==> src/rtl/fcmp_writeback_pkg.sv <==
// Shared FPU definitions for the compare-result writeback stage:
// op encodings, canonical quiet NaNs, NaN-box constant and the buffer entry layout.
package fcmp_writeback_pkg;

  typedef enum logic [2:0] {
    OP_EQ  = 3'b000,
    OP_LT  = 3'b001,
    OP_LE  = 3'b010,
    OP_MIN = 3'b100,
    OP_MAX = 3'b101
  } fcmp_op_e;

  localparam logic [31:0] QNAN_SP   = 32'h7FC0_0000;
  localparam logic [63:0] QNAN_DP   = 64'h7FF8_0000_0000_0000;
  localparam logic [31:0] NANBOX_HI = 32'hFFFF_FFFF;

  // One buffered result; is_fp caches the destination class decoded at accept time.
  typedef struct packed {
    logic [2:0]  op;
    logic        is_fp;
    logic        sp_dp;
    logic [4:0]  rd;
    logic [63:0] result;
    logic        invalid;
  } wb_entry_t;

  localparam int unsigned ENTRY_W = $bits(wb_entry_t);

  // True for the five op codes the compare unit defines.
  function automatic logic op_is_defined(input logic [2:0] op);
    logic r;
    case (op)
      OP_EQ, OP_LT, OP_LE, OP_MIN, OP_MAX: r = 1'b1;
      default:                             r = 1'b0;
    endcase
    return r;
  endfunction

  // True for the flag-producing ops that target the integer register file.
  function automatic logic op_is_int(input logic [2:0] op);
    logic r;
    case (op)
      OP_EQ, OP_LT, OP_LE: r = 1'b1;
      default:             r = 1'b0;
    endcase
    return r;
  endfunction

  // True for the value-producing ops that target the FP register file.
  function automatic logic op_is_fp(input logic [2:0] op);
    logic r;
    case (op)
      OP_MIN, OP_MAX: r = 1'b1;
      default:        r = 1'b0;
    endcase
    return r;
  endfunction

endpackage

==> src/rtl/fcmp_wb_fifo.sv <==
// Result buffer: DEPTH-entry circular FIFO with wrap-around pointers and an
// occupancy counter one bit wider than the pointers so full and empty differ.
module fcmp_wb_fifo #(
  parameter int unsigned DEPTH = 2,
  parameter int unsigned WIDTH = 75
) (
  input  logic             clk_i,
  input  logic             rst_i,
  input  logic             push_i,
  input  logic             pop_i,
  input  logic [WIDTH-1:0] wdata_i,
  output logic [WIDTH-1:0] rdata_o,
  output logic             full_o,
  output logic             empty_o
);

  localparam int unsigned PTR_W = $clog2(DEPTH);
  localparam int unsigned CNT_W = PTR_W + 1;

  logic [WIDTH-1:0] mem_q [DEPTH];
  logic [PTR_W-1:0] wr_ptr_q, wr_ptr_d;
  logic [PTR_W-1:0] rd_ptr_q, rd_ptr_d;
  logic [CNT_W-1:0] count_q, count_d;
  logic             do_push;
  logic             do_pop;

  assign full_o  = (count_q == CNT_W'(DEPTH));
  assign empty_o = (count_q == {CNT_W{1'b0}});
  assign rdata_o = mem_q[rd_ptr_q];

  // Never overfill or underflow, whatever the caller asks for.
  assign do_push = push_i & ~full_o;
  assign do_pop  = pop_i & ~empty_o;

  // Next pointer and occupancy values; push+pop together keeps the count.
  always_comb begin
    wr_ptr_d = wr_ptr_q;
    rd_ptr_d = rd_ptr_q;
    count_d  = count_q;
    if (do_push) begin
      wr_ptr_d = wr_ptr_q + 1'b1;
    end else begin
      wr_ptr_d = wr_ptr_q;
    end
    if (do_pop) begin
      rd_ptr_d = rd_ptr_q + 1'b1;
    end else begin
      rd_ptr_d = rd_ptr_q;
    end
    case ({do_push, do_pop})
      2'b10:   count_d = count_q + CNT_W'(1);
      2'b01:   count_d = count_q - CNT_W'(1);
      default: count_d = count_q;
    endcase
  end

  // Pointer and occupancy registers, cleared by synchronous reset.
  always_ff @(posedge clk_i) begin
    if (rst_i) begin
      wr_ptr_q <= {PTR_W{1'b0}};
      rd_ptr_q <= {PTR_W{1'b0}};
      count_q  <= {CNT_W{1'b0}};
    end else begin
      wr_ptr_q <= wr_ptr_d;
      rd_ptr_q <= rd_ptr_d;
      count_q  <= count_d;
    end
  end

  // Entry storage; contents are don't-care while the slot is not occupied.
  always_ff @(posedge clk_i) begin
    if (do_push) begin
      mem_q[wr_ptr_q] <= wdata_i;
    end
  end

endmodule

==> src/rtl/fcmp_writeback.sv <==
// Writeback stage for FP compare / min / max: buffers compare-unit results,
// formats them for the integer or FP register file and tracks the sticky
// invalid-operation flag. Undefined op codes are swallowed and reported.
module fcmp_writeback
  import fcmp_writeback_pkg::*;
#(
  parameter int unsigned DEPTH = 2
) (
  input  logic        CLK,
  input  logic        RST,
  input  logic        IN_VALID,
  output logic        IN_READY,
  input  logic [63:0] IN_RESULT,
  input  logic        IN_INVALID,
  input  logic [2:0]  IN_OP,
  input  logic        IN_SP_DP,
  input  logic [4:0]  IN_RD,
  output logic        INT_WE,
  output logic        FP_WE,
  output logic [4:0]  WB_RD,
  output logic [63:0] WB_DATA,
  input  logic        WB_READY,
  output logic        FFLAG_NV,
  input  logic        FFLAG_CLR,
  output logic        ILLEGAL_OP
);

  wb_entry_t            in_entry;
  wb_entry_t            head;
  logic [ENTRY_W-1:0]   head_bits;
  logic                 fifo_full;
  logic                 fifo_empty;
  logic                 accept;
  logic                 push;
  logic                 retire;
  logic                 nv_set;
  logic                 fflag_nv_q, fflag_nv_d;
  logic                 illegal_q, illegal_d;

  // IN_READY depends only on registered occupancy, never on WB_READY.
  assign IN_READY = ~fifo_full;
  assign accept   = IN_VALID & IN_READY;
  assign push     = accept & op_is_defined(IN_OP);

  // Pack the incoming result into a buffer entry.
  always_comb begin
    in_entry         = '0;
    in_entry.op      = IN_OP;
    in_entry.is_fp   = op_is_fp(IN_OP);
    in_entry.sp_dp   = IN_SP_DP;
    in_entry.rd      = IN_RD;
    in_entry.result  = IN_RESULT;
    in_entry.invalid = IN_INVALID;
  end

  fcmp_wb_fifo #(
    .DEPTH (DEPTH),
    .WIDTH (ENTRY_W)
  ) u_fifo (
    .clk_i   (CLK),
    .rst_i   (RST),
    .push_i  (push),
    .pop_i   (retire),
    .wdata_i (in_entry),
    .rdata_o (head_bits),
    .full_o  (fifo_full),
    .empty_o (fifo_empty)
  );

  assign head = wb_entry_t'(head_bits);

  // Drive the register-file write port from the head entry; all zero when empty.
  always_comb begin
    INT_WE  = 1'b0;
    FP_WE   = 1'b0;
    WB_RD   = 5'd0;
    WB_DATA = 64'd0;
    if (!fifo_empty) begin
      WB_RD = head.rd;
      if (head.is_fp) begin
        FP_WE = 1'b1;
        if (head.sp_dp) begin
          WB_DATA = head.result;
        end else begin
          WB_DATA = {NANBOX_HI, head.result[31:0]};
        end
      end else begin
        INT_WE  = op_is_int(head.op);
        WB_DATA = {63'd0, head.result[0]};
      end
    end else begin
      WB_RD = 5'd0;
    end
  end

  assign retire = (INT_WE | FP_WE) & WB_READY;
  assign nv_set = retire & head.invalid;

  // Sticky flag and illegal-op pulse next state; a set beats a same-cycle clear.
  always_comb begin
    fflag_nv_d = fflag_nv_q;
    illegal_d  = 1'b0;
    if (nv_set) begin
      fflag_nv_d = 1'b1;
    end else if (FFLAG_CLR) begin
      fflag_nv_d = 1'b0;
    end else begin
      fflag_nv_d = fflag_nv_q;
    end
    if (accept && !op_is_defined(IN_OP)) begin
      illegal_d = 1'b1;
    end else begin
      illegal_d = 1'b0;
    end
  end

  // Flag and pulse registers, cleared by synchronous reset.
  always_ff @(posedge CLK) begin
    if (RST) begin
      fflag_nv_q <= 1'b0;
      illegal_q  <= 1'b0;
    end else begin
      fflag_nv_q <= fflag_nv_d;
      illegal_q  <= illegal_d;
    end
  end

  assign FFLAG_NV   = fflag_nv_q;
  assign ILLEGAL_OP = illegal_q;

endmodule

==> config.mk <==
export PLATFORM = sky130hd
export DESIGN_NAME = fcmp_writeback
export DESIGN_NICKNAME = d
export VERILOG_FILES = /design/src/rtl/fcmp_writeback_pkg.sv /design/src/rtl/fcmp_wb_fifo.sv /design/src/rtl/fcmp_writeback.sv
export SDC_FILE = /design/constraint.sdc
export NUM_CORES = 1
export LEC_CHECK = 0
export ABC_AREA = 1
export BUFFER_PORTS_ARGS = -buffer_cell sky130_fd_sc_hd__buf_2
export CAP_MARGIN = 40
export CORE_MARGIN = 2
export CORE_UTILIZATION = 45
export DETAILED_ROUTE_END_ITERATION = 12
export PLACE_DENSITY = 0.84
export SLEW_MARGIN = 5
export SYNTH_ARGS = -nofsm -noshare
export SYNTH_HDL_FRONTEND = slang
export SYNTH_SLANG_ARGS = --single-unit
==> constraint.sdc <==
create_clock -name CLK -period 5.6 [get_ports CLK]
set_input_delay 1.68 -clock CLK [delete_from_list [all_inputs] [get_ports CLK]]
set_output_delay 1.68 -clock CLK [all_outputs]
set_load 0.03 [all_outputs]
After elaboration in Yosys (flattened, before gate mapping)
Memories as Yosys holds them, arrays and structs flattened. A register that Yosys moved wholly into a read port is not among the register bits.
Index checks and enable logic that the tools add are counted.
{"block": "classes", "add_sub_neg": 4, "mul": 0, "n_div": 0, "order_cmp": 0, "n_eq_ne": 9, "n_shift": 0, "mux": 19, "bitwise": 9, "n_reduce_logical": 10}
{"op": "64-bit 2-to-1 mux", "n": 3}
{"op": "1-bit 2-to-1 mux", "n": 14}
{"op": "1-bit AND", "n": 6}
{"op": "3-bit by 1-bit == test with 1-bit output, second input constant", "n": 2}
{"op": "3-bit by 2-bit == test with 1-bit output, second input constant", "n": 2}
{"op": "3-bit == test, second input constant", "n": 2}
{"op": "3-bit zero test", "n": 2}
{"op": "5-bit 2-to-1 mux", "n": 1}
{"op": "5-bit OR reduction", "n": 1}
{"op": "2-bit == test, second input constant", "n": 2}
{"op": "2-bit case mux with 2 select lines", "n": 1}
{"op": "2-bit nonzero test", "n": 2}
{"op": "3-bit OR reduction", "n": 1}
{"op": "1-bit adder, second input constant", "n": 2}
{"op": "2-bit by 1-bit adder with 2-bit output, second input constant", "n": 1}
{"op": "2-bit by 1-bit == test with 1-bit output, second input constant", "n": 1}
{"op": "2-bit zero test", "n": 1}
{"op": "1-bit inverter", "n": 2}
{"op": "2-bit OR reduction", "n": 1}
{"op": "2-bit by 1-bit subtractor with 2-bit output, second input constant", "n": 1}
{"op": "1-bit logical AND", "n": 1}
{"op": "1-bit zero test", "n": 1}
{"op": "1-bit OR", "n": 1}
{"block": "totals", "regBits": 6, "latchBits": 0, "ram_bits": 150, "romBits": 0, "in_bits": 79, "out_inout_bits": 74, "word_cells": 57, "n_memories": 1}
{"memory": "u_fifo.mem_q", "depth": 2, "word_bits": 75, "rd": 1, "rd_ports_with_merged_regs": 1, "wr": 1, "line": "fcmp_wb_fifo.sv:20", "source": "logic [WIDTH-1:0] mem_q [DEPTH];"}

Depth between registers and ports, before layout
Gate-level depths: netlist of run 1.
{"block": "depth", "ltp_word": 10, "mapped_depth": 11, "ltp_nobuf": 11}

Cells and area by module
Synthesis of run 1 repeated with hierarchy kept, for this count alone.
{"block": "hier_totals", "cells_unflattened": 447, "hier_area_um2": 6794.0}
{"mod": "fcmp_wb_fifo", "instances": 1, "cells_each": 273, "area_per_inst_um2": 5859.4, "seq_area_each_um2": 4604.4}
{"mod": "fcmp_writeback", "instances": 1, "cells_each": 174, "area_per_inst_um2": 934.6, "seq_area_each_um2": 40.0}

Worst setup path after synthesis of run 1
No wires, ideal clock.
{"block": "synth_path", "path_kind": "input to register", "start": "input port IN_OP[2]", "end": "memory u_fifo.mem_q[0][0], enable pin", "setup_ns": 0.509, "arrival_ns": 5.207, "required_time_ns": 5.091, "slack_ns": -0.116, "path_stages": 3, "path_buffers": 0, "path_cell_list": "o21ai_0 > nand3_1 > nor2_1"}
{"block": "synth_via", "elab_chain_cells": 7, "elab_cells_between_ends": 11, "cone_classes": "4 x eq/ne; 3 x mux; 2 x bitwise; 2 x reduce/logical"}
{"item": "from (decl)", "line": "fcmp_writeback.sv:15", "source": "input logic [2:0] IN_OP,"}
{"item": "3-bit by 1-bit == test with 1-bit output (tied with other cells)", "line": "fcmp_writeback_pkg.sv:32", "source": "case (op)"}
{"item": "5-bit OR reduction *", "line": "fcmp_writeback_pkg.sv:32"}
{"item": "1-bit 2-to-1 mux *", "line": "fcmp_writeback_pkg.sv:32"}
{"item": "1-bit AND *", "line": "fcmp_writeback.sv:43", "source": "assign push = accept & op_is_defined(IN_OP);"}
{"item": "1-bit AND *", "line": "fcmp_wb_fifo.sv:32", "source": "assign do_push = push_i & ~full_o;"}
{"item": "1-bit 2-to-1 mux *", "line": "fcmp_wb_fifo.sv:72", "source": "if (do_push) begin"}
{"item": "1-bit 2-to-1 mux (not written as such) *", "line": "fcmp_wb_fifo.sv:73", "source": "mem_q[wr_ptr_q] <= wdata_i;"}
{"item": "to (decl)", "line": "fcmp_wb_fifo.sv:20"}
Mark *: on every way between the ends. The rest lies on a longest branch, timed or not.

==> flow_metrics.tcl, run 1 <==
set metrics [dict create \
    critical_path.cell_chain "inv_2 > nand2_1 > nand2_1 > o21ai_4 > buf_4 > a21oi_1 > buf_2" \
    period_needed_ns 4.02 \
    synth_top_cell_area_share 0.737 \
    route.vias.total 4053 \
    n_antenna_cell 0 \
    core_area_sq_um 13200 \
    synth_area_per_cell_sq_um 12.0 \
    status "complete, no violations" \
    crit_slowest_cell "dfxtp_2" \
    pre_cts_slack_ns 1.70 \
    yosys.cell_types.count 20 \
    cpPeakStageDelay_ns 0.61 \
    multiInputGateArea_sq_um 1320 \
    syn_to_final_growth_pct 24.7 \
    tritoncts "done" \
    cts_max_path_buffers 2 \
    setup_slack_ns 1.58 \
    min_path_type "flop to flop" \
    drt_iter0_markers 238 \
    vdd_drop_max_mv 0.239 \
    fmax_mhz 249 \
    fillerInstances 1103 \
    numCtsBuffers 17 \
    pwr-share-comb 0.168 \
    drtAntennaViolNets 0 \
    io_buffer_count 152 \
    ys_ff_latch 157 \
    numClockSinks 157 \
    cap_violations 0 \
    seqPwrFrac 0.477 \
    critPathMaxFanout 35 \
    clkSlewWorstSetupHoldPaths_ns 0.06 \
    post-route-period-util 0.718 \
    gp_congestion 0.752 \
    finalMaxSlewViolations 0 \
    final_cells 849 \
    yosysMostFrequentCell "nand2_1" \
    grt_pass1_wl_um 17800 \
    cts_resized 0 \
    postCtsHoldBufs 0 \
    skew_ns 0.00528 \
    relSlewSlack 0.400 \
    seq_area_sq_um 4650 \
    wl_um 11500 \
    dieHeight_um 121 \
    end_kind "primary output" \
    synth_nets 588 \
    crit_type "flop to primary output" \
    dieWidth_um 121 \
    grt_max_degree 71 \
    cp_data_arrival_time_ns 2.34 \
    synth_flop_cell "edfxtp_1" \
    drive_above_1_share 0.282 \
    switchingPower_uw 767 \
    powerDensity_nw_per_um2 382 \
    grt_pass1_vias 3850 \
    viasPerCell 4.77 \
    required_ns 3.92 \
    clk_latency_ns 0.40 \
    place_inst 819 \
    hold_violations 0 \
    drc 0 \
    grt_setup_unrepaired "no" \
    wl_per_cell_um 13.5 \
    placed_area_sq_um 7080 \
    grt_use_total 0.162 \
    yosysSeqAreaShare 0.760 \
    h-tree-depth 4 \
    io_pins 153 \
    p_sw_frac 0.264 \
    design_area_sq_um 7610 \
    crit_top_cell "nand2_1" \
    start_kind "flop" \
    synth_edf_count 150 \
    post-route-util 0.575 \
    synthTopCellsByCount "nand2_1 (187), edfxtp_1 (150), nor2_1 (73), a21oi_1 (42), buf_2 (12)" \
    p_leak_uw 0.00321 \
    hpwl_um 7570 \
    initial_utilization 0.461 \
    die_area_sq_um 14500 \
    synthCells 508 \
    p_int_uw 2140 \
    row_count 42 \
    grt_overflow 0 \
    layout.nets 742 \
    clkPwrFrac 0.355 \
    setup_viol 0 \
    synth_top_area_cell "edfxtp_1" \
    synth_warnings 0 \
    cts_setup_buffers 0 \
    ys_async_sr_fraction 0 \
    netlist_area_sq_um 6110 \
    antenna_found_initial 0 \
    tightest_slew_ns 0.896 \
    synth.area.top_cells "edfxtp_1 (74%), nand2_1 (11%), nor2_1 (4.5%)" \
    drt-pass1-iter-count 4 \
    root_buffer "clkbuf_16" \
]
[routing by layer]
metal  up-vias  GRT usage  share of wire
met5         -          0              0
met2       136      0.270           0.50
met1      1863      0.191           0.41
li1       2027          -              -
met3        27     0.0538          0.064
met4         0     0.0778          0.024
[per-stage QoR]
step                TNS (ns)  hold WS [ns]  total power [uW]
floorplan             -17.40         0.459              1750
global placement           0         0.476              1890
detailed placement         0         0.485              1910
CTS                        0         0.503              2940
global route               0         0.514              3040
finish                     0         0.494              2910
[cell type report]
type	instances	area share
clock buffer	20	0.0573
clock inverter	10	0.0131
inverter	9	0.00444
multi-input combinational	317	0.173
sequential	157	0.610
tap	176	0.0289
timing repair buffer	160	0.113
[state kept, by name, indices dropped and copies added, names as in the netlist, named ones only]
| register | cells |
|---|---|
| u_fifo.rd_ptr_q | 1 |
| u_fifo.count_q | 2 |
| u_fifo.wr_ptr_q | 1 |
| u_fifo.mem_q | 150 |
| ILLEGAL_OP | 1 |
| FFLAG_NV | 1 |
[critical path: cells and delay by family (launching register included)]
family	cells	cell delay [ns]
flip-flops	1	0.61
AND/OR/NAND/NOR	2	0.16
AO/OA/AOI/OAI	2	0.45
buffers and inverters	3	0.71
[cell usage in the layout, fill, tap and decap left out]
cell and count:
clkinv_2 2, nor2_2 1, clkinv_1 4, o21ai_0 3, a21oi_1 42, nand3_1 4, edfxtp_1 150, nor2_1 71
nand2_1 187, buf_12 1, buf_8 1, inv_1 8, inv_2 1, ha_1 1, and3_1 1, buf_2 152
clkinvlp_4 2, nor3_1 2, dfxtp_1 6, dfxtp_2 1, clkbuf_16 17, a21boi_0 1, buf_4 5, clkbuf_1 3
mux2i_4 1, buf_16 1, o21ai_4 1, nor2_4 2, bufinv_16 2
[power groups by stage]
stage	Clock, uW	Combinational (uW)	Sequential, uW
finish	1030	489	1390
global route	1110	534	1400
CTS	1050	495	1390
detailed placement	0	494	1410
global placement	0	473	1420
floorplan	0	343	1410
[final timing paths]
kind	startpoint	end	slack [ns]	cells after the start
worst min register to register	FFLAG_NV	FFLAG_NV	0.49	2
worst min-delay path	FFLAG_NV	FFLAG_NV	0.49	2
worst max register to register	u_fifo.count_q[0]	u_fifo.mem_q[1][23]	3.27	5
worst max-delay path	flop	WB_DATA[12]	1.58	7
[cells by family after synthesis]
group / Yosys count / synth area share
multiplexers: 1 / 0.00369
flip-flops: 157 / 0.760
AND/OR/NAND/NOR: 268 / 0.167
adder cells (fa/ha/maj): 1 / 0.00205
AO/OA/AOI/OAI: 47 / 0.0389
buffers and inverters: 34 / 0.0283
(Power assumes the default switching activity.)
==> run 2, diff against run 1 <==
- PLACE_DENSITY: 0.84 -> 0.81
- clock period: 5.6 -> 3.75 ns (I/O delays scaled with it)
==> run 2 against run 1 <==
Sequential share of layout area down 0.34 points. Hold slack worse by 0.034 ns. Setup slack got worse by 1.1 ns. Critical endpoint is now WB_DATA[22]. Highest routed layer unchanged.
==> flow_metrics.tcl, run 2 (synthesis gave the netlist of run 1 again) <==
set metrics [dict create \
    syn_to_final_growth_pct 25.4 \
    mostFrequentLayoutCells "nand2_1 (187), buf_2 (152), edfxtp_1 (150), nor2_1 (71), a21oi_1 (42)" \
    tritoncts "done" \
    row_count 42 \
    antenna_found_initial 0 \
    clkSlewWorstSetupHoldPaths_ns 0.06 \
    start_kind "flop" \
    post-route-period-util 0.871 \
    required_ns 2.62 \
    end_kind "primary output" \
    fillerInstances 1113 \
    cts_max_path_buffers 2 \
    vdd_drop_max_mv 0.367 \
    dieWidth_um 121 \
    numClockSinks 157 \
    gp_congestion 0.773 \
    p_sw_frac 0.267 \
    min_path_cells 2 \
    place_inst 818 \
    power_uw 4460 \
    io_pins 153 \
    core_area_sq_um 13200 \
    grt_setup_unrepaired "no" \
    layout_commonest_cell "nand2_1" \
    setup_viol 0 \
    viasPerCell 4.96 \
    timing.hold.ws_ns 0.460 \
    hold_violations 0 \
    period_needed_ns 3.27 \
    powerDensity_nw_per_um2 583 \
    cts_resized 0 \
    numCtsBuffers 17 \
    r2r_setup_slack_ns 1.38 \
    multiInputGateArea_sq_um 1320 \
    critical_path.cell_chain "o21ai_4 > buf_16 > buf_4 > a21oi_1 > buf_2" \
    relSlewSlack 0.472 \
    worst_r2r_path_depth 9 \
    die_area_sq_um 14500 \
    crit_slowest_cell "o21ai_4" \
    switchingPower_uw 1190 \
    grt_overflow 0 \
    seqPwrFrac 0.463 \
    tightest_slew_ns 0.792 \
    postCtsHoldBufs 0 \
    drtAntennaViolNets 0 \
    hpwl_um 7680 \
    cp_num_cells 5 \
    pwr-share-comb 0.168 \
    p_int_uw 3270 \
    drive_above_1_share 0.288 \
    n_antenna_cell 0 \
    largest_reg_flops 150 \
    p_leak_uw 0.00324 \
    cts_setup_buffers 0 \
    grt_max_degree 76 \
    drc 0 \
    seq_area_sq_um 4650 \
    cap_violations 0 \
    final_cells 850 \
    grt_pass1_vias 4032 \
    min_path_type "flop to flop" \
    largest_registers "u_fifo.mem_q: 150 flops, u_fifo.count_q: 2 flops" \
    clk_latency_ns 0.42 \
    cpPeakStageDelay_ns 0.57 \
    grt_use_total 0.174 \
    fmax_mhz 306 \
    crit_buf_inv 3 \
    grt_pass1_wl_um 19200 \
    io_buffer_count 152 \
    root_buffer "clkbuf_16" \
    layout.nets 741 \
    route.vias.total 4214 \
    wl_per_cell_um 14.8 \
    worst_path_dominant_cell_family "buffers and inverters" \
    status "complete, no violations" \
    dieHeight_um 121 \
    drt-pass1-iter-count 6 \
    crit_type "flop to primary output" \
    skew_ns 0.00769 \
    drt_iter0_markers 257 \
    cp_data_arrival_time_ns 2.14 \
    clkPwrFrac 0.368 \
    wl_um 12500 \
    h-tree-depth 4 \
    finalMaxSlewViolations 0 \
    initial_utilization 0.461 \
    largest_register "u_fifo.mem_q" \
    critPathMaxFanout 25 \
]
run 2: cell types whose count changed in the layout (fill, tap and decap cells not counted):
cell        delta
buf_12         +1
buf_4          -2
clkbuf_1       +1
clkbuf_8       +3
clkinv_1       -4
clkinv_2       +3
clkinvlp_4     -1
run 2: layer usage:
layer	GRT usage	wire length (um)	vias up
met1	0.205	5100	2000
met3	0.0575	1010	17
met2	0.292	6250	168
li1	-	-	2029
met5	0	0	-
met4	0.0749	179	0
run 2: final timing paths:
| path | endpoint | from |
|---|---|---|
| worst max-delay path | WB_DATA[22] | u_fifo.count_q[1] |
| worst min-delay path | FFLAG_NV | FFLAG_NV |
| worst max register to register | u_fifo.count_q[1] | flop |
| worst min register to register | FFLAG_NV | FFLAG_NV |
run 2: worst register-to-register path: cells and delay by family (launching register included):
kind	cells	cell delay, ns
buf+inv	1	0.66
flops	1	0.38
compound gates	2	0.28
fa+ha+maj	1	0.29
simple gates	5	0.67
run 2: power groups by stage:
| stage | combinational [uW] | sequential (uW) | clock (uW) |
|---|---|---|---|
| floorplan | 513 | 2100 | 0 |
| global placement | 730 | 2100 | 0 |
| detailed placement | 757 | 2110 | 0 |
| CTS | 761 | 2070 | 1680 |
| global route | 820 | 2080 | 1750 |
| finish | 751 | 2070 | 1640 |
run 2: layout make-up:
| cell class | instances | area share |
|---|---|---|
| Sequential cell | 157 | 0.607 |
| Multi-Input combinational cell | 317 | 0.172 |
| Timing Repair Buffer | 159 | 0.113 |
| Clock buffer | 24 | 0.0629 |
| Tap cell | 176 | 0.0288 |
| Clock inverter | 8 | 0.0121 |
| Inverter | 9 | 0.00441 |
run 2: per-stage QoR:
step / worst slack, ns / instance area, sq um / TNS, ns / utilization
after global placement: 0.692 / 7040 / 0 / 0.532
after CTS: 0.449 / 7660 / 0 / 0.578
after floorplan: -0.177 / 6110 / -26.55 / -
after global routing: 0.334 / 7660 / 0 / 0.578
final: 0.482 / 7660 / 0 / 0.578
after detailed placement: 0.905 / 7080 / 0 / 0.535
==> run 3, diff against run 2 <==
--- a/config.mk
+++ b/config.mk
@@ -12,2 +12,3 @@
 export CORE_UTILIZATION = 45
+export CTS_BUF_LIST = sky130_fd_sc_hd__clkbuf_16
 export DETAILED_ROUTE_END_ITERATION = 12
==> constraint.sdc (replaced) <==
create_clock -name CLK -period 3.75 [get_ports CLK]
set_input_delay 0.375 -clock CLK [delete_from_list [all_inputs] [get_ports CLK]]
set_output_delay 0.375 -clock CLK [all_outputs]
set_load 0.03 [all_outputs]
==> run 3 against run 2 <==
Global-route usage rose by 0.22 points. Design area is 0.39% higher. Largest cell class unchanged. Hold slack lost 0.32 ns. Highest routed layer unchanged. Fmax grew 25%. Sequential cell count stayed put.
==> flow_metrics.tcl, run 3 (synthesis gave the netlist of run 1 again) <==
set metrics [dict create \
    crit_type "flop to primary output" \
    status "complete, no violations" \
    finalMaxSlewViolations 0 \
    end_kind "primary output" \
    initial_utilization 0.461 \
    wl_per_cell_um 14.5 \
    gp_congestion 0.746 \
    design_area_sq_um 7690 \
    largest_registers "u_fifo.mem_q: 150 flops, u_fifo.count_q: 2 flops" \
    hold_violations 0 \
    setup_viol 0 \
    numClockSinks 157 \
    drtAntennaViolNets 0 \
    drive_above_1_share 0.287 \
    tightest_slew_ns 0.754 \
    timing.hold.ws_ns 0.140 \
    layout_commonest_cell "nand2_1" \
    largest_reg_flops 150 \
    period_needed_ns 2.62 \
    multiInputGateArea_sq_um 1320 \
    h-tree-depth 4 \
    cts_setup_buffers 0 \
    root_buffer "clkbuf_16" \
    tritoncts "done" \
    syn_to_final_growth_pct 25.9 \
    clk_latency_ns 0.42 \
    grt_setup_unrepaired "no" \
    fillerInstances 1107 \
    largest_register "u_fifo.mem_q" \
    cts_max_path_buffers 2 \
    dieHeight_um 121 \
    postCtsHoldBufs 0 \
    route.vias.total 4097 \
    cp_data_arrival_time_ns 2.25 \
    critPathMaxFanout 25 \
    p_leak_uw 0.00328 \
    numCtsBuffers 17 \
    placed_area_sq_um 7090 \
    dieWidth_um 121 \
    final_cells 854 \
    io_pins 153 \
    start_kind "flop" \
    mostFrequentLayoutCells "nand2_1 (187), buf_2 (152), edfxtp_1 (150), nor2_1 (71), a21oi_1 (42)" \
    powerDensity_nw_per_um2 590 \
    clkSlewWorstSetupHoldPaths_ns 0.06 \
    grt_pass1_wl_um 19200 \
    grt_overflow 0 \
    hpwl_um 7920 \
    fin_setup_tns_ns 0 \
    cts_resized 0 \
    die_area_sq_um 14500 \
    row_count 42 \
    place_inst 821 \
    cap_violations 0 \
    grt_use_total 0.176 \
    post-route-util 0.580 \
    required_ns 3.38 \
    seq_area_sq_um 4650 \
    skew_ns 0.00633 \
    post-route-period-util 0.700 \
    core_area_sq_um 13200 \
    viasPerCell 4.80 \
    drt_iter0_markers 175 \
    vdd_drop_max_mv 0.309 \
    io_buffer_count 152 \
    min_path_type "primary input to flop" \
    grt_pass1_vias 4074 \
    drc 0 \
    wl_um 12300 \
    antenna_found_initial 2 \
    fmax_mhz 381 \
    layout.nets 744 \
    drt-pass1-iter-count 5 \
    grt_max_degree 71 \
    relSlewSlack 0.498 \
]
run 3: cell types whose count changed in the layout (fill, tap and decap cells not counted):
cell / before / now
buf_12: 2 / 1
buf_4: 3 / 7
bufinv_16: 2 / 4
clkbuf_1: 4 / 0
clkbuf_8: 3 / 0
clkinv_1: 0 / 2
clkinv_2: 5 / 4
clkinvlp_4: 1 / 0
diode_2: 0 / 1
inv_1: 8 / 13
run 3: critical path: stages (launching register included):
cell     delay [ns]
dfxtp_2        0.67
inv_2          0.07
nand2_1        0.07
nand2_1        0.09
o21ai_4        0.26
buf_4          0.40
a21oi_1        0.09
buf_2          0.19
run 3: worst paths after layout:
check	to	cells after the start	slack, ns	start
worst max register to register	u_fifo.count_q[1]	9	1.37	flop
worst min register to register	FFLAG_NV	2	0.48	FFLAG_NV
worst min-delay path	u_fifo.mem_q[1][14]	1	0.14	IN_RESULT[13]
worst max-delay path	WB_DATA[14]	7	1.13	flop
run 3: power breakdown:
part | internal [uW] | leakage, uW | switching [uW]
Clock | 1090 | 0.000311 | 626
Combinational | 211 | 0.00153 | 530
Sequential | 2040 | 0.00144 | 40.4
Total | 3340 | 0.00328 | 1200
run 3: area by class of cell:
cell class	count	area share
Multi-Input combinational cell	317	0.171
Clock inverter	15	0.0216
Clock buffer	17	0.0553
Tap cell	176	0.0286
Antenna cell	1	0.000326
Timing Repair Buffer	162	0.114
Inverter	9	0.00439
Sequential cell	157	0.604
run 3: layer usage:
layer | wire, um | track usage | part of all wire
met1 | 5040 | 0.201 | 0.41
met2 | 6320 | 0.303 | 0.51
met3 | 757 | 0.0528 | 0.061
met4 | 226 | 0.0836 | 0.018
met5 | 0 | 0 | 0
run 3: stage by stage:
stage,setup WS [ns],power (uW)
final,1.13,4530
after global routing,0.918,4710
after CTS,1.06,4570
after detailed placement,1.24,2860
after global placement,1.30,2820
after floorplan,-0.828,2620
